`config.mk`:
```
export PLATFORM = sky130hd
export DESIGN_NAME = counter_arbiter
export DESIGN_NICKNAME = d
export VERILOG_FILES = /design/src/rtl/counter_arbiter.sv
export SDC_FILE = /design/constraint.sdc
export NUM_CORES = 1
export LEC_CHECK = 0
export ABC_AREA = 0
export ABC_CLOCK_PERIOD_IN_PS = 1850
export BUFFER_PORTS_ARGS = -buffer_cell sky130_fd_sc_hd__buf_2
export CAP_MARGIN = 30
export CORE_MARGIN = 5
export CORE_UTILIZATION = 30
export CTS_BUF_LIST = sky130_fd_sc_hd__clkbuf_4
export DETAILED_ROUTE_END_ITERATION = 8
export PLACE_DENSITY_LB_ADDON = 0.12
export SLEW_MARGIN = 0
export SYNTH_ARGS = -nofsm -noshare
export SYNTH_HDL_FRONTEND = slang
export SYNTH_SLANG_ARGS = --single-unit
export TNS_END_PERCENT = 20
```
`constraint.sdc`:
```
create_clock -name clk -period 1.85 [get_ports clk]
set_input_delay 0.37 -clock clk [delete_from_list [all_inputs] [get_ports clk]]
set_output_delay 0.37 -clock clk [all_outputs]
set_load 0.01 [all_outputs]
```
`src/rtl/counter_arbiter.sv`:
```
// Round-robin arbiter sharing one up-counter among NUM_REQ requesters.
// Optional run watchdog enabled by defining COUNTER_ARB_TIMEOUT_EN.
module counter_arbiter #(
    parameter int unsigned NUM_REQ = 4,
    parameter int unsigned WIDTH   = 4
) (
    input  logic                     clk,
    input  logic                     rst,
    input  logic [NUM_REQ-1:0]       req,
    input  logic [NUM_REQ*WIDTH-1:0] len,
    input  logic [WIDTH-1:0]         cnt_val,
    output logic                     cnt_clr,
    output logic                     cnt_en,
    output logic [NUM_REQ-1:0]       gnt,
    output logic [NUM_REQ-1:0]       done,
    output logic                     busy,
    output logic                     err
);

    localparam int unsigned IDX_W = (NUM_REQ > 1) ? $clog2(NUM_REQ) : 1;

    localparam logic [1:0] S_IDLE  = 2'd0;
    localparam logic [1:0] S_CLEAR = 2'd1;
    localparam logic [1:0] S_RUN   = 2'd2;
    localparam logic [1:0] S_DONE  = 2'd3;

    logic [1:0]         state_q,   state_d;
    logic [IDX_W-1:0]   owner_q,   owner_d;
    logic [IDX_W-1:0]   rr_last_q, rr_last_d;
    logic [WIDTH-1:0]   len_q,     len_d;
    logic [NUM_REQ-1:0] gnt_q,     gnt_d;
    logic [NUM_REQ-1:0] done_q,    done_d;
    logic               cnt_clr_q, cnt_clr_d;
    logic               busy_q,    busy_d;

    logic               pick_vld;
    logic [IDX_W-1:0]   pick_idx;
    logic [IDX_W-1:0]   cand;

`ifdef COUNTER_ARB_TIMEOUT_EN
    localparam int unsigned      WD_W    = WIDTH + 2;
    // Last RUN cycle allowed before the watchdog forces completion
    localparam logic [WD_W-1:0]  WD_LAST = WD_W'((1 << WIDTH) + 1);

    logic [WD_W-1:0] wd_q,  wd_d;
    logic            err_q, err_d;
`endif

    // Round-robin search starting just above the last owner
    always_comb begin
        pick_vld = 1'b0;
        pick_idx = '0;
        cand     = '0;
        for (int unsigned i = 1; i <= NUM_REQ; i++) begin
            cand = IDX_W'((32'(rr_last_q) + i) % NUM_REQ);
            if (!pick_vld && req[cand]) begin
                pick_vld = 1'b1;
                pick_idx = cand;
            end
        end
    end

    // Next-state and registered-output logic
    always_comb begin
        state_d   = state_q;
        owner_d   = owner_q;
        rr_last_d = rr_last_q;
        len_d     = len_q;
        gnt_d     = gnt_q;
        done_d    = '0;
        cnt_clr_d = 1'b0;
`ifdef COUNTER_ARB_TIMEOUT_EN
        err_d     = 1'b0;
        wd_d      = wd_q;
        if (state_q == S_CLEAR) begin
            wd_d = '0;
        end else if (state_q == S_RUN) begin
            wd_d = wd_q + WD_W'(1);
        end
`endif
        case (state_q)
            S_IDLE: begin
                gnt_d = '0;
                if (pick_vld) begin
                    state_d   = S_CLEAR;
                    owner_d   = pick_idx;
                    rr_last_d = pick_idx;
                    len_d     = len[pick_idx*WIDTH +: WIDTH];
                    gnt_d     = NUM_REQ'(1) << pick_idx;
                    cnt_clr_d = 1'b1;
                end
            end
            S_CLEAR: begin
                if (!req[owner_q]) begin
                    state_d = S_IDLE;
                    gnt_d   = '0;
                end else begin
                    state_d = S_RUN;
                end
            end
            S_RUN: begin
                if (!req[owner_q]) begin
                    state_d = S_IDLE;
                    gnt_d   = '0;
                end else if (cnt_val == len_q) begin
                    state_d = S_DONE;
                    done_d  = NUM_REQ'(1) << owner_q;
                end
`ifdef COUNTER_ARB_TIMEOUT_EN
                else if (wd_q == WD_LAST) begin
                    state_d = S_DONE;
                    done_d  = NUM_REQ'(1) << owner_q;
                    err_d   = 1'b1;
                end
`endif
            end
            default: begin
                state_d = S_IDLE;
                gnt_d   = '0;
            end
        endcase
        busy_d = (state_d != S_IDLE);
    end

    always_ff @(posedge clk or negedge rst) begin
        if (!rst) begin
            state_q   <= S_IDLE;
            owner_q   <= '0;
            rr_last_q <= IDX_W'(NUM_REQ - 1);
            len_q     <= '0;
            gnt_q     <= '0;
            done_q    <= '0;
            cnt_clr_q <= 1'b0;
            busy_q    <= 1'b0;
`ifdef COUNTER_ARB_TIMEOUT_EN
            wd_q      <= '0;
            err_q     <= 1'b0;
`endif
        end else begin
            state_q   <= state_d;
            owner_q   <= owner_d;
            rr_last_q <= rr_last_d;
            len_q     <= len_d;
            gnt_q     <= gnt_d;
            done_q    <= done_d;
            cnt_clr_q <= cnt_clr_d;
            busy_q    <= busy_d;
`ifdef COUNTER_ARB_TIMEOUT_EN
            wd_q      <= wd_d;
            err_q     <= err_d;
`endif
        end
    end

    // Enable drops in the very cycle the counter matches the target
    assign cnt_en  = (state_q == S_RUN) && (cnt_val != len_q);
    assign cnt_clr = cnt_clr_q;
    assign gnt     = gnt_q;
    assign done    = done_q;
    assign busy    = busy_q;
`ifdef COUNTER_ARB_TIMEOUT_EN
    assign err     = err_q;
`else
    assign err     = 1'b0;
`endif

endmodule
```
==> results of run 1 <==
==> power by group <==
group / total (uW) / switching (uW) / leakage [uW] / internal (uW)
Sequential: 753 / 142 / 0.000248 / 610
Clock: 206 / 131 / 0.0000138 / 76.0
Combinational: 925 / 506 / 0.000455 / 418
==> metal layers <==
layer / track usage / vias to the layer above
li1: - / 495
met1: 0.140 / 467
met2: 0.191 / 33
met3: 0.0295 / 9
met4: 0.0480 / 0
met5: 0 / -
==> registers in the layout (all words and copies together), names as in the netlist <==
signal / cells
cnt_clr: 1
len_q: 4
gnt: 4
busy: 1
rr_last_q: 2
owner_q: 2
state_q: 2
done: 4
==> layout by cell type, fill, tap and decap left out, types with 5 or more instances in the layout <==
cell type and n:
buf_4 6, nand2_1 14, buf_2 36, nor2_1 12, mux2i_1 5, inv_1 11, a211oi_1 11, a21oi_1 5
dfrtp_1 18
==> worst paths after layout <==
| path | start | endpoint | slack (ps) |
|---|---|---|---|
| worst max-delay path | rr_last_q[1] | len_q[0] | 70 |
| max in group asynchronous | rst | rr_last_q[1] | 1500 |
| worst max register to register | rr_last_q[1] | len_q[0] | 70 |
| worst min-delay path | rst | done[2] | 3 |
| min in group clk | len[1] | len_q[1] | 410 |
| worst min register to register | gnt[1] | gnt[1] | 520 |
==> final cells by class <==
class | instances | area (um^2) | share of cell area
clock buffer | 3 | 22.5 | 0.0158
inverter | 12 | 45.0 | 0.0316
multi-input combinational | 84 | 569 | 0.399
sequential | 20 | 503 | 0.353
tap | 48 | 60.1 | 0.0421
timing repair buffer | 42 | 225 | 0.158
==> through the flow <==
stage	power, uW	setup slack (ps)	area [um^2]	hold slack [ps]	std cells
floorplan	1370	134	1140	74.4	118
global placement	1670	95.5	1400	348	206
detailed placement	1690	69.9	1400	353	206
CTS	1910	48.4	1430	8.89	209
global route	2050	1.17	1430	33.2	209
finish	1880	70.6	1430	2.73	209
==> cell usage after synthesis (2+ instances only) <==
cell type	n
mux2i_1	5
o21ai_0	4
ha_1	4
nor2_1	12
xnor2_1	4
nand3b_1	2
a31oi_1	3
inv_1	11
a21oi_1	5
and3_1	2
nand2b_1	3
dfrtp_1	18
nand3_1	2
dfstp_2	2
a211oi_1	11
nand2_1	14
==> cell families after synthesis <==
logic type	count (synthesis)
compound gates	27
xor+xnor	4
fa+ha+maj	4
buf+inv	14
flops	20
mux	7
other cells	1
simple gates	41
==> results, run 1 <==
- For this run, the slowest stage of the critical path takes ~620 ps.
- STA classifies the critical path endpoint as a flip-flop.
- The register clock-pin slew on the reported worst setup and hold paths is between 100 and 150 ps.
- The compound-gate portion of the synthesized area is 0.171.
- At the end of the flow the core is filled with cells to 0.389.
- The area growth from synthesis to layout is 25.0%.
- The total congestion overflow after global routing is 0.
- The worst setup path is of the reg -> reg kind.
- Buffers added to address setup during post-CTS repair amount to 0.
- The wire length on met3 is 153 um.
- The share of synthesized area in the top cell type comes to 0.395.
- The run finished with clean final reports.
- The final hold violation count is 0.
- The worst setup path is launched from a flip-flop.
- For this configuration, the core starts out at a cell density of 0.311.
- The highest layer touched by signal routing is met4.
- Among all stages on the critical path, the largest delay is contributed by dfstp_2.
- The depth of the critical timing path with buffers and inverters included is 5.
- The worst register-to-register path has a depth of 5.
- The post-synthesis cell type count is 32.
- The clock sink count is 20.
- Of the total synthesized cell area, the portion taken by AND, OR, NAND and NOR gates is 0.177.
- The average size of a mapped cell is approximately 9.7 um^2.
- The tree is rooted in a clkbuf_4.
- For this run, the post-layout net count is a little under 200.
- After detailed routing, the average wire length per cell comes to roughly 13 um.
- The share of layout cells above drive strength 1 is 0.348.
- The total routing usage reported by global routing is 0.115.
- The dominant synthesized flop cell is dfrtp_1.
- The cell leakage power is just over 0.0007 uW.
- The tool flagged a number of max-cap violations equal to 0.
- The area of the placeable core is approximately 3700 um^2.
- For the worst setup path, the data required time is around 2000 ps.
- The number of pins with negative max-slew slack in the final report is 0.
- The family with the most delay on the worst path is compound AO/OA/AOI/OAI gates.
- In this run the deepest clock path goes through 2 buffers.
- Summed over all failing endpoints, the final setup total negative slack is 0 ps.
- The detailed router put a total of between 1000 and 1500 um of wire on met1.
- The routed wire length is around 2800 um.
- After synthesis, the cell types taking the most area are dfrtp_1 40%, a211oi_1 7.2%, dfstp_2 4.6%.
- The worst-case IR drop observed on VDD is ~0.00047 V.
- In this run the horizontal extent of the chip is about 72 um.
- The detailed-route via count is between 1000 and 1500.
- In this run, post-CTS repair resized a total of 0 instances.
- Measured along the y axis, the die boundary spans between 70 and 80 um.
- Derived from the worst setup path, the maximum achievable clock frequency is roughly 0.56 GHz.
- The final RePlAce weighted congestion is roughly 0.82.
- In this run the worst hold path is classified as in -> async.
- The area share of fa/ha/maj cells after synthesis is 0.0439.
- Wire segments on met2 add up to 1360 um in the final route.
- The remaining design rule violation count is 0.
- The post-route minimum period is roughly 1800 ps.
- The largest fanout of any net on the critical path is 13.
- Buffers inserted during clock tree synthesis total 3.
- After synthesis, the largest family of logic cells by area is simple AND/OR/NAND/NOR gates.
- Counting every instance in the synthesized netlist gives about 120.
- The number of global-route vias before repair is between 1000 and 1500.
- Traced cell by cell, the critical path runs through mux2i_1 -> o22ai_2 -> a21o_4 -> a211oi_1 -> a211oi_2.
- The number of detailed-routing iterations run before antenna repair is 4.
- The number of buffers inserted by hold repair at cts is 0.
- After floorplanning, the core was divided into 22 placement rows.
- The post-synthesis share of cell area spent on xor and xnor gates is 0.0307.
- In the synthesized netlist the async set-or-reset flop fraction comes to 1.00.
- The sum of buffers and inverters on the critical path is 0.
- The share of the Yosys chip area taken by registers is 0.441.
- The via count normalized by instance count is 4.80.
- The synthesized net count is ~150.
- The die covers 5130 um^2.
- Setup repair after global routing left no endpoint under its margin.
- The number of register bits inferred by synthesis is 20.
- At the later pin of the worst-skew pair, clock insertion delay measures about 300 ps.
- Entering global routing, the biggest net connects 21 pins.
- The number of input and output port buffers inserted is 36.
- During synthesis, Yosys emitted a total of 0 warnings.
- The I/O pin count is 38.
- The initial antenna violation count is 0.
- The depth of the CTS H-tree is 1.
- The ratio of total power to cell area is 1320 nW/um^2.
- The post-synthesis instance area is approximately 1100 um^2.
- The largest total area in the synthesized netlist belongs to dfrtp_1.
- The number of antenna cells inserted is 0.
- After synthesis, the share of cell area in mux cells is 0.0735.
- Setup violations remaining at the end of the flow were counted as 0.
- The CTS tree is done.
- At the worst endpoint, the arrival time is between 1500 and 2000 ps.
- The synthesized design contains 0 enable-type register cells.
- In the finished design, the share of the clock period the worst path needs comes to 0.962.
- The final HPWL from detailed placement is around 2200 um.
- The first global-routing pass estimated 4700 um of wire.
- The number of design-rule violations left by the first detailed-router iteration is 14.
- The final antenna-violating net count is 0.
- After filler insertion, the fill cell instance count of the layout stands at ~390.
- For the final database, setup skew stands at between 2 and 2.5 ps.
(Power assumes the default switching activity.)
==> run 2: changes to the inputs <==
--- a/config.mk
+++ b/config.mk
@@ -5,7 +5,7 @@
 export SDC_FILE = /design/constraint.sdc
 export NUM_CORES = 1
 export LEC_CHECK = 0
-export ABC_AREA = 0
+export ABC_AREA = 1
 export ABC_CLOCK_PERIOD_IN_PS = 1850
 export BUFFER_PORTS_ARGS = -buffer_cell sky130_fd_sc_hd__buf_2
 export CAP_MARGIN = 30
@@ -13,6 +13,7 @@
 export CORE_UTILIZATION = 30
 export CTS_BUF_LIST = sky130_fd_sc_hd__clkbuf_4
 export DETAILED_ROUTE_END_ITERATION = 8
+export GPL_TIMING_DRIVEN = 0
 export PLACE_DENSITY_LB_ADDON = 0.12
 export SLEW_MARGIN = 0
 export SYNTH_ARGS = -nofsm -noshare
==> results, run 2 <==
- The run finished, with violations left.
- The final reports fail on negative hold slack, negative setup slack.
- The share of the synthesized area in the top cell type is 0.332 (-0.0634).
- The number of design-rule violations left by the first detailed-router iteration came to 49 (+35).
- The die footprint was 5970 um^2 (+16%).
- The master cell of the clock root buffer is clkbuf_4.
- The biggest cell delay along the critical path is 570 ps (-50 ps).
- The data arrival time of the critical path is 2220 ps (+260 ps).
- The clock latency on the worst-skew pair came to 290 ps (about the same).
- The final standard cell area without fillers is 2050 um^2 (+44%).
- The vertical extent of the die is 77.3 um (+7.9%).
- Setup repair after global routing could not meet its margin everywhere.
- The share of flip-flops with an asynchronous set or reset is 1.00 (unchanged).
- The standard-cell row count is 24 (+9.1%).
- The number of input and output port buffers inserted is 36 (unchanged).
- Counting instances in the post-synthesis netlist gives the leading cell types as 84 x nand2_1, 18 x dfrtp_1, 16 x inv_1, 11 x nand3_1, 9 x nand4_1.
- The register clock-pin slew on the reported worst setup and hold paths is 110 ps (about the same).
- The cell leakage power is 0.00111 uW (+54%).
- The peak supply drop is 0.00108 V (+130%).
- The hold slack is -3.04 ps (-5.77 ps).
- The final period utilization was 1.07 (+0.104).
- Traced cell by cell, the critical path runs through buf_6 -> buf_16 -> nand2_1 -> nand2_2 -> nand2_4 -> buf_4 -> buf_4 -> nand2_1 -> nand2_1 -> o21ai_4 -> inv_2 -> o21ai_4 -> nand2_1 -> nand2_1 -> nand2_2 -> nand2_1.
- Counting stages on the worst path, the most repeated cell is nand2_1.
- The wire length of the first global-routing pass is 6280 um (+34%).
- The largest fanout of any net on the critical path is 5 (-8).
- The path class of the tightest hold or removal check is in -> async.
- The ratio of total power to cell area was 2150 nW/um^2 (+63%).
- The initial core utilization is 0.310 (-0.00170).
- The endpoint identified for the worst register-to-register timing path is len_q[2].
- The total routing usage reported by global routing is 0.126 (+0.0112).
- The number of buffers inserted during clock tree synthesis is 3 (unchanged).
- The via count normalized by instance count is 4.65 (-3.3%).
- The final core area utilization is 0.467 (+0.0773).
- The mean routed wirelength per cell is 12.1 um (-9.1%).
- Yosys attributes the largest share of cell area to dfrtp_1 33%, nand2_1 23%, inv_1 4.4%.
- The category of the critical setup timing path is reg -> reg.
- The count of yosys warnings during synthesis was 0 (unchanged).
- The largest buffer count on any clock path was 2 (unchanged).
- The required time at the worst-slack endpoint is 2100 ps (+60 ps).
- The net count of the finished layout is 287 (+49%).
- The post-synthesis cell type count was 27 (-16%).
- The number of cells traversed by the worst register-to-register path is 16 (+11).
- The final HPWL from detailed placement is 2630 um (+19%).
- The leading area contributor after synthesis is dfrtp_1.
- Following the worst setup path forward leads to its endpoint at len_q[2].
- The number of fill cells in the layout is 453 (+16%).
- The placement-stage cell area is 1610 um^2 (+15%).
- The final RePlAce weighted congestion came to 0.707 (-14%).
- The dominant synthesized flop cell is dfrtp_1.
- The sequential area share after synthesis is 0.371 (-0.0708).
- The clock sink count is 20 (unchanged).
- The detailed-route via count was 1431 (+43%).
- The area growth from synthesis to layout is 50.7%.
- The synthesized net count is 225 (+52%).
- The count of flip-flops with a built-in enable after synthesis is 0 (unchanged).
- The leading cell type by number of instances after synthesis is nand2_1.
- The most critical setup path has its startpoint at rr_last_q[0].
- The critical path endpoint category is a flip-flop.
- The maximum operating frequency was 0.507 GHz (-9.7%).
- The total of endpoints with negative setup slack in the final report is 11 (+11).
- The remaining design rule violation count came to 0 (unchanged).
- The routed wire length came to 3730 um (+34%).
- The number of pins with negative max-slew slack in the final report is 0 (unchanged).
- The number of cells produced by synthesis is 195 (+65%).
- The final hold violation count is 11 (+11).
- The depth of the CTS H-tree is 1 (unchanged).
- The total of max-cap violations came to 0 (unchanged).
- The number of antenna cells inserted is 0 (unchanged).
- On the critical path, the stage with the largest delay is an instance of dfstp_2.
- The total congestion overflow after global routing is 0 (unchanged).
- The die span in x is 77.3 um (+7.9%).
- The average size of a mapped cell came to 6.96 um^2 (-28%).
- The share of layout cells above drive strength 1 is 0.445 (+0.0975).
- The largest net degree at the start of global routing is 21 (unchanged).
- The post-route minimum period is 1970 ps (+192 ps).
- The area of the placeable core is 4380 um^2 (+20%).
- The worst reg2reg path startpoint is rr_last_q[0].
- The element type at the critical path start is a flip-flop.
- The number of detailed-routing iterations run before antenna repair was 4 (unchanged).
- The number of global-route vias before repair is 1397 (+33%).
- The most common cell after layout, fill and taps aside is nand2_1.
- The worst-case register-to-register setup slack is -120 ps (-190 ps).
- The worst clock skew on the final layout is 5.18 ps (+2.98 ps).
- The initial antenna violation count is 0 (unchanged).
- The number of register bits inferred by synthesis is 20 (unchanged).
- The post-synthesis instance area is 1360 um^2 (+19%).
- The CTS tree is done.
- In the layout the commonest cells are 60 x nand2_1, 36 x buf_2, 18 x dfrtp_1.
- The final antenna-violating net count was 0 (unchanged).
- The setup slack of the critical path after layout came to -121 ps (-192 ps).
- The I/O pin count was 38 (unchanged).
==> run 2: where the power goes <==
group / switching, uW / internal (uW)
Clock: 129 / 78.5
Sequential: 102 / 611
Combinational: 2010 / 1470
==> run 2: what timing repair did <==
action                     4_1_cts  5_1_grt
setup buffers                   10        9
pin swaps                       10       17
hold buffers                     0        0
gates cloned                     2        0
setup endpoints to repair       14       18
gates resized for setup         36       31
==> run 2: per-stage QoR <==
stage	total power, uW	std cells	worst slack (ps)	setup TNS (ps)
floorplan	2440	195	6.62	0
finish	4400	308	-121	-647
CTS	3910	299	-121	-688
global placement	2970	283	-286	-2800
detailed placement	2960	283	-300	-2800
global route	4820	308	-241	-2220
==> run 2: worst min path at each step <==
stage,cells after the start,start,endpoint
CTS,1,rst,done[1]
global route,1,rst,done[0]
floorplan,0,rst,busy
detailed placement,1,rst,done[1]
global placement,1,rst,done[0]
finish,1,rst,busy
==> run 2: layer usage <==
| metal | up-vias | global-route usage | wire length (um) |
|---|---|---|---|
| met5 | - | 0 | 0 |
| met4 | 0 | 0.0361 | 40 |
| met3 | 4 | 0.0211 | 132 |
| met2 | 28 | 0.207 | 1750 |
| met1 | 642 | 0.168 | 1810 |
| li1 | 757 | - | - |
==> run 2: layout make-up <==
cell class | instances | area [um^2] | share of cell area
tap | 52 | 65.1 | 0.0318
multi-input combinational | 151 | 948 | 0.464
clock inverter | 1 | 3.75 | 0.00183
timing repair buffer | 57 | 373 | 0.182
clock buffer | 3 | 22.5 | 0.0110
sequential | 20 | 503 | 0.246
inverter | 20 | 85.1 | 0.0416
buffer | 4 | 45.0 | 0.0220
==> run 2: critical path, delay by kind of cell, from the launching register on <==
kind	cells	cell delay, ps
AND/OR/NAND/NOR	9	630
flip-flops	1	570
buffers and inverters	5	540
AO/OA/AOI/OAI	2	180
==> run 2: logic make-up (layout without fill, tap and decap cells) <==
kind of cell / after synthesis / count (layout) / synth area share
and+or+nand+nor: 124 / 124 / 0.410
buffers and inverters: 24 / 85 / 0.0783
DFF: 20 / 20 / 0.371
AOI/OAI and AO/OA: 18 / 18 / 0.0756
adders and majority gates: 4 / 4 / 0.0369
xor gates and xnor gates: 4 / 4 / 0.0258
other: 1 / 1 / 0.00276
==> run 3: changes to the inputs <==
==> constraint.sdc (replaced) <==
create_clock -name clk -period 1.85 [get_ports clk]
set_input_delay 0 -clock clk [delete_from_list [all_inputs] [get_ports clk]]
set_output_delay 0 -clock clk [all_outputs]
set_load 0.01 [all_outputs]
==> results, run 3 (synthesis results as in run 2) <==
- The data arrival time of the critical path is 2220 ps (about the same).
- The area of the placeable core came to 4380 um^2 (unchanged).
- The min-delay analysis places its worst path in the category in -> reg.
- The net count of the finished layout is 288 (+0.35%).
- The number of cells traversed by the worst register-to-register path was 16 (unchanged).
- The cell leakage power is 0.00111 uW (+0.38%).
- The largest fanout of any net on the critical path is 5 (unchanged).
- The standard-cell row count was 24 (unchanged).
- The depth of the CTS H-tree is 1 (unchanged).
- The critical path endpoint category is a flip-flop.
- The number of antenna cells inserted is 0 (unchanged).
- The overall power of the completed layout is 4400 uW (about the same).
- The I/O pin count was 38 (unchanged).
- Setup repair after global routing could not meet its margin everywhere.
- The number of global-route vias before repair is 1402 (+0.36%).
- Leaving out fill and tap cells, the most frequent cell in the layout is nand2_1.
- The number of detailed-routing iterations run before antenna repair is 4 (unchanged).
- The number of input and output port buffers inserted is 36 (unchanged).
- The element type at the critical path start is a flip-flop.
- The final core area utilization is 0.469 (+0.00228).
- The initial core utilization is 0.310 (unchanged).
- The initial antenna violation count is 0 (unchanged).
- The die footprint was 5970 um^2 (unchanged).
- The final period utilization came to 1.07 (unchanged).
- The largest net degree at the start of global routing came to 21 (unchanged).
- The depth of the critical timing path with buffers and inverters included is 16 (unchanged).
- The total congestion overflow after global routing is 0 (unchanged).
- The setup slack of the critical path after layout is -121 ps (unchanged).
- The ratio of total power to cell area is 2140 nW/um^2 (-0.45%).
- The number of pins with negative max-slew slack in the final report came to 0 (unchanged).
- The total of endpoints with negative setup slack in the final report is 11 (unchanged).
- The via count normalized by instance count is 4.64 (-0.18%).
- The root buffer cell chosen for the clock tree is clkbuf_4.
- The required time at the worst-slack endpoint is 2100 ps (about the same).
- The final RePlAce weighted congestion is 0.707 (unchanged).
- The vertical extent of the die is 77.3 um (unchanged).
- The final antenna-violating net count was 0 (unchanged).
- The worst-case register-to-register setup slack is -120 ps (about the same).
- The peak supply drop is 0.00108 V (about the same).
- The checks that failed: negative setup slack.
- The register clock-pin slew on the reported worst setup and hold paths was 110 ps (about the same).
- The worst clock skew on the final layout is 5.18 ps (unchanged).
- The largest buffer count on any clock path was 2 (unchanged).
- The worst setup path startpoint is rr_last_q[0].
- The clock latency on the worst-skew pair is 290 ps (about the same).
- The critical register-to-register path endpoint is len_q[2].
- The biggest cell delay along the critical path is 570 ps (about the same).
- The die span in x is 77.3 um (unchanged).
- The number of stages on the worst hold path is 7.
- The top cell types in the final layout, fill and taps aside, are 60 x nand2_1, 36 x buf_2, 18 x dfrtp_1.
- The final hold violation count came to 0 (-11).
- The routed wire length is 3740 um (+0.21%).
- The mean routed wirelength per cell is 12.1 um (-0.11%).
- The source of the worst hold timing path is len[0].
- The share of layout cells above drive strength 1 is 0.444 (-0.00173).
- The detailed-route via count is 1433 (+0.14%).
- The wire length of the first global-routing pass is 6310 um (+0.43%).
- The CTS tree is done.
- The sum of buffers and inverters on the critical path came to 5 (unchanged).
- The post-route minimum period is 1970 ps (unchanged).
- The maximum operating frequency is 0.507 GHz (unchanged).
- The run finished, with violations left.
- Among the stages of the critical path, the cell type that occurs most often is nand2_1.
- The number of fill cells in the layout is 451 (-0.44%).
- The remaining design rule violation count was 0 (unchanged).
- The total of max-cap violations is 0 (unchanged).
- The clock sink count is 20 (unchanged).
- The final HPWL from detailed placement is 2630 um (unchanged).
- The worst register-to-register path begins at rr_last_q[0].
- The last element of the critical path is len_q[2].
- The signal on the critical path passes through buf_6 -> buf_16 -> nand2_1 -> nand2_2 -> nand2_4 -> buf_4 -> buf_4 -> nand2_1 -> nand2_1 -> o21ai_4 -> inv_2 -> o21ai_4 -> nand2_1 -> nand2_1 -> nand2_2 -> nand2_1.
- The worst slack at placement was -300 ps (unchanged).
- On the critical path the largest part of the delay comes from simple AND/OR/NAND/NOR gates.
- On the critical path, the stage with the largest delay is an instance of dfstp_2.
- The number of design-rule violations left by the first detailed-router iteration is 52 (+6.1%).
- The category of the critical setup timing path is reg -> reg.
- The total routing usage reported by global routing was 0.126 (+0.000485).
- The area growth from synthesis to layout is 51.4%.
- The number of buffers inserted during clock tree synthesis is 3 (unchanged).
==> run 3: changes by cell type in the layout (fill, tap and decap cells not counted) <==
cell	delta
dlygate4sd3_1	+1
==> run 3: worst min path at each step <==
stage	end	slack (ps)
after global routing	len_q[0]	100
after floorplan	busy	-300
after detailed placement	done[1]	-30
final	len_q[0]	80
after CTS	len_q[0]	80
after global placement	done[0]	-30
==> run 3: worst register-to-register path, stage by stage, from the launching register on <==
cell and delay (ps):
dfstp_2 570, buf_6 110, buf_16 100, nand2_1 60
nand2_2 100, nand2_4 80, buf_4 140, buf_4 120
nand2_1 50, nand2_1 80, o21ai_4 90, inv_2 70
o21ai_4 90, nand2_1 80, nand2_1 80, nand2_2 60
nand2_1 50
==> run 3: through the flow <==
step	cell area, um^2	setup TNS (ps)	hold WS, ps	std cells
after global routing	2060	-2220	102	309
after detailed placement	1610	-2800	-29.6	283
after CTS	1870	-688	83.4	300
final	2060	-647	80.7	309
after global placement	1610	-2800	-30.1	283
after floorplan	1360	0	-296	195
==> run 3: cell type report <==
cell class,instances,area (um^2),area share
repair buffers,58,383,0.186
multi-input cells,151,948,0.461
well taps,52,65.1,0.0316
flip-flops and latches,20,503,0.245
plain buffers,4,45.0,0.0219
clock inverters,1,3.75,0.00183
inverters,20,85.1,0.0414
clock buffers,3,22.5,0.0110
==> run 3: power breakdown <==
part           internal, uW  switching [uW]
registers               611             102
logic                  1470            2010
clock network          78.5             129
total                  2160            2240
==> run 3: routing by layer <==
layer	track usage	routed length, um
met5	0	0
met4	0.0361	40
met3	0.0211	131
met2	0.207	1750
met1	0.170	1810
==> run 3: timing repair <==
item                                    CTS  global route
setup buffers                            10             9
endpoints found under the hold margin    20             0
pin swaps                                10            17
endpoints found under the setup margin   14            18
cloned                                    2             0
hold buffers                              1             0
gates resized for setup                  36            31
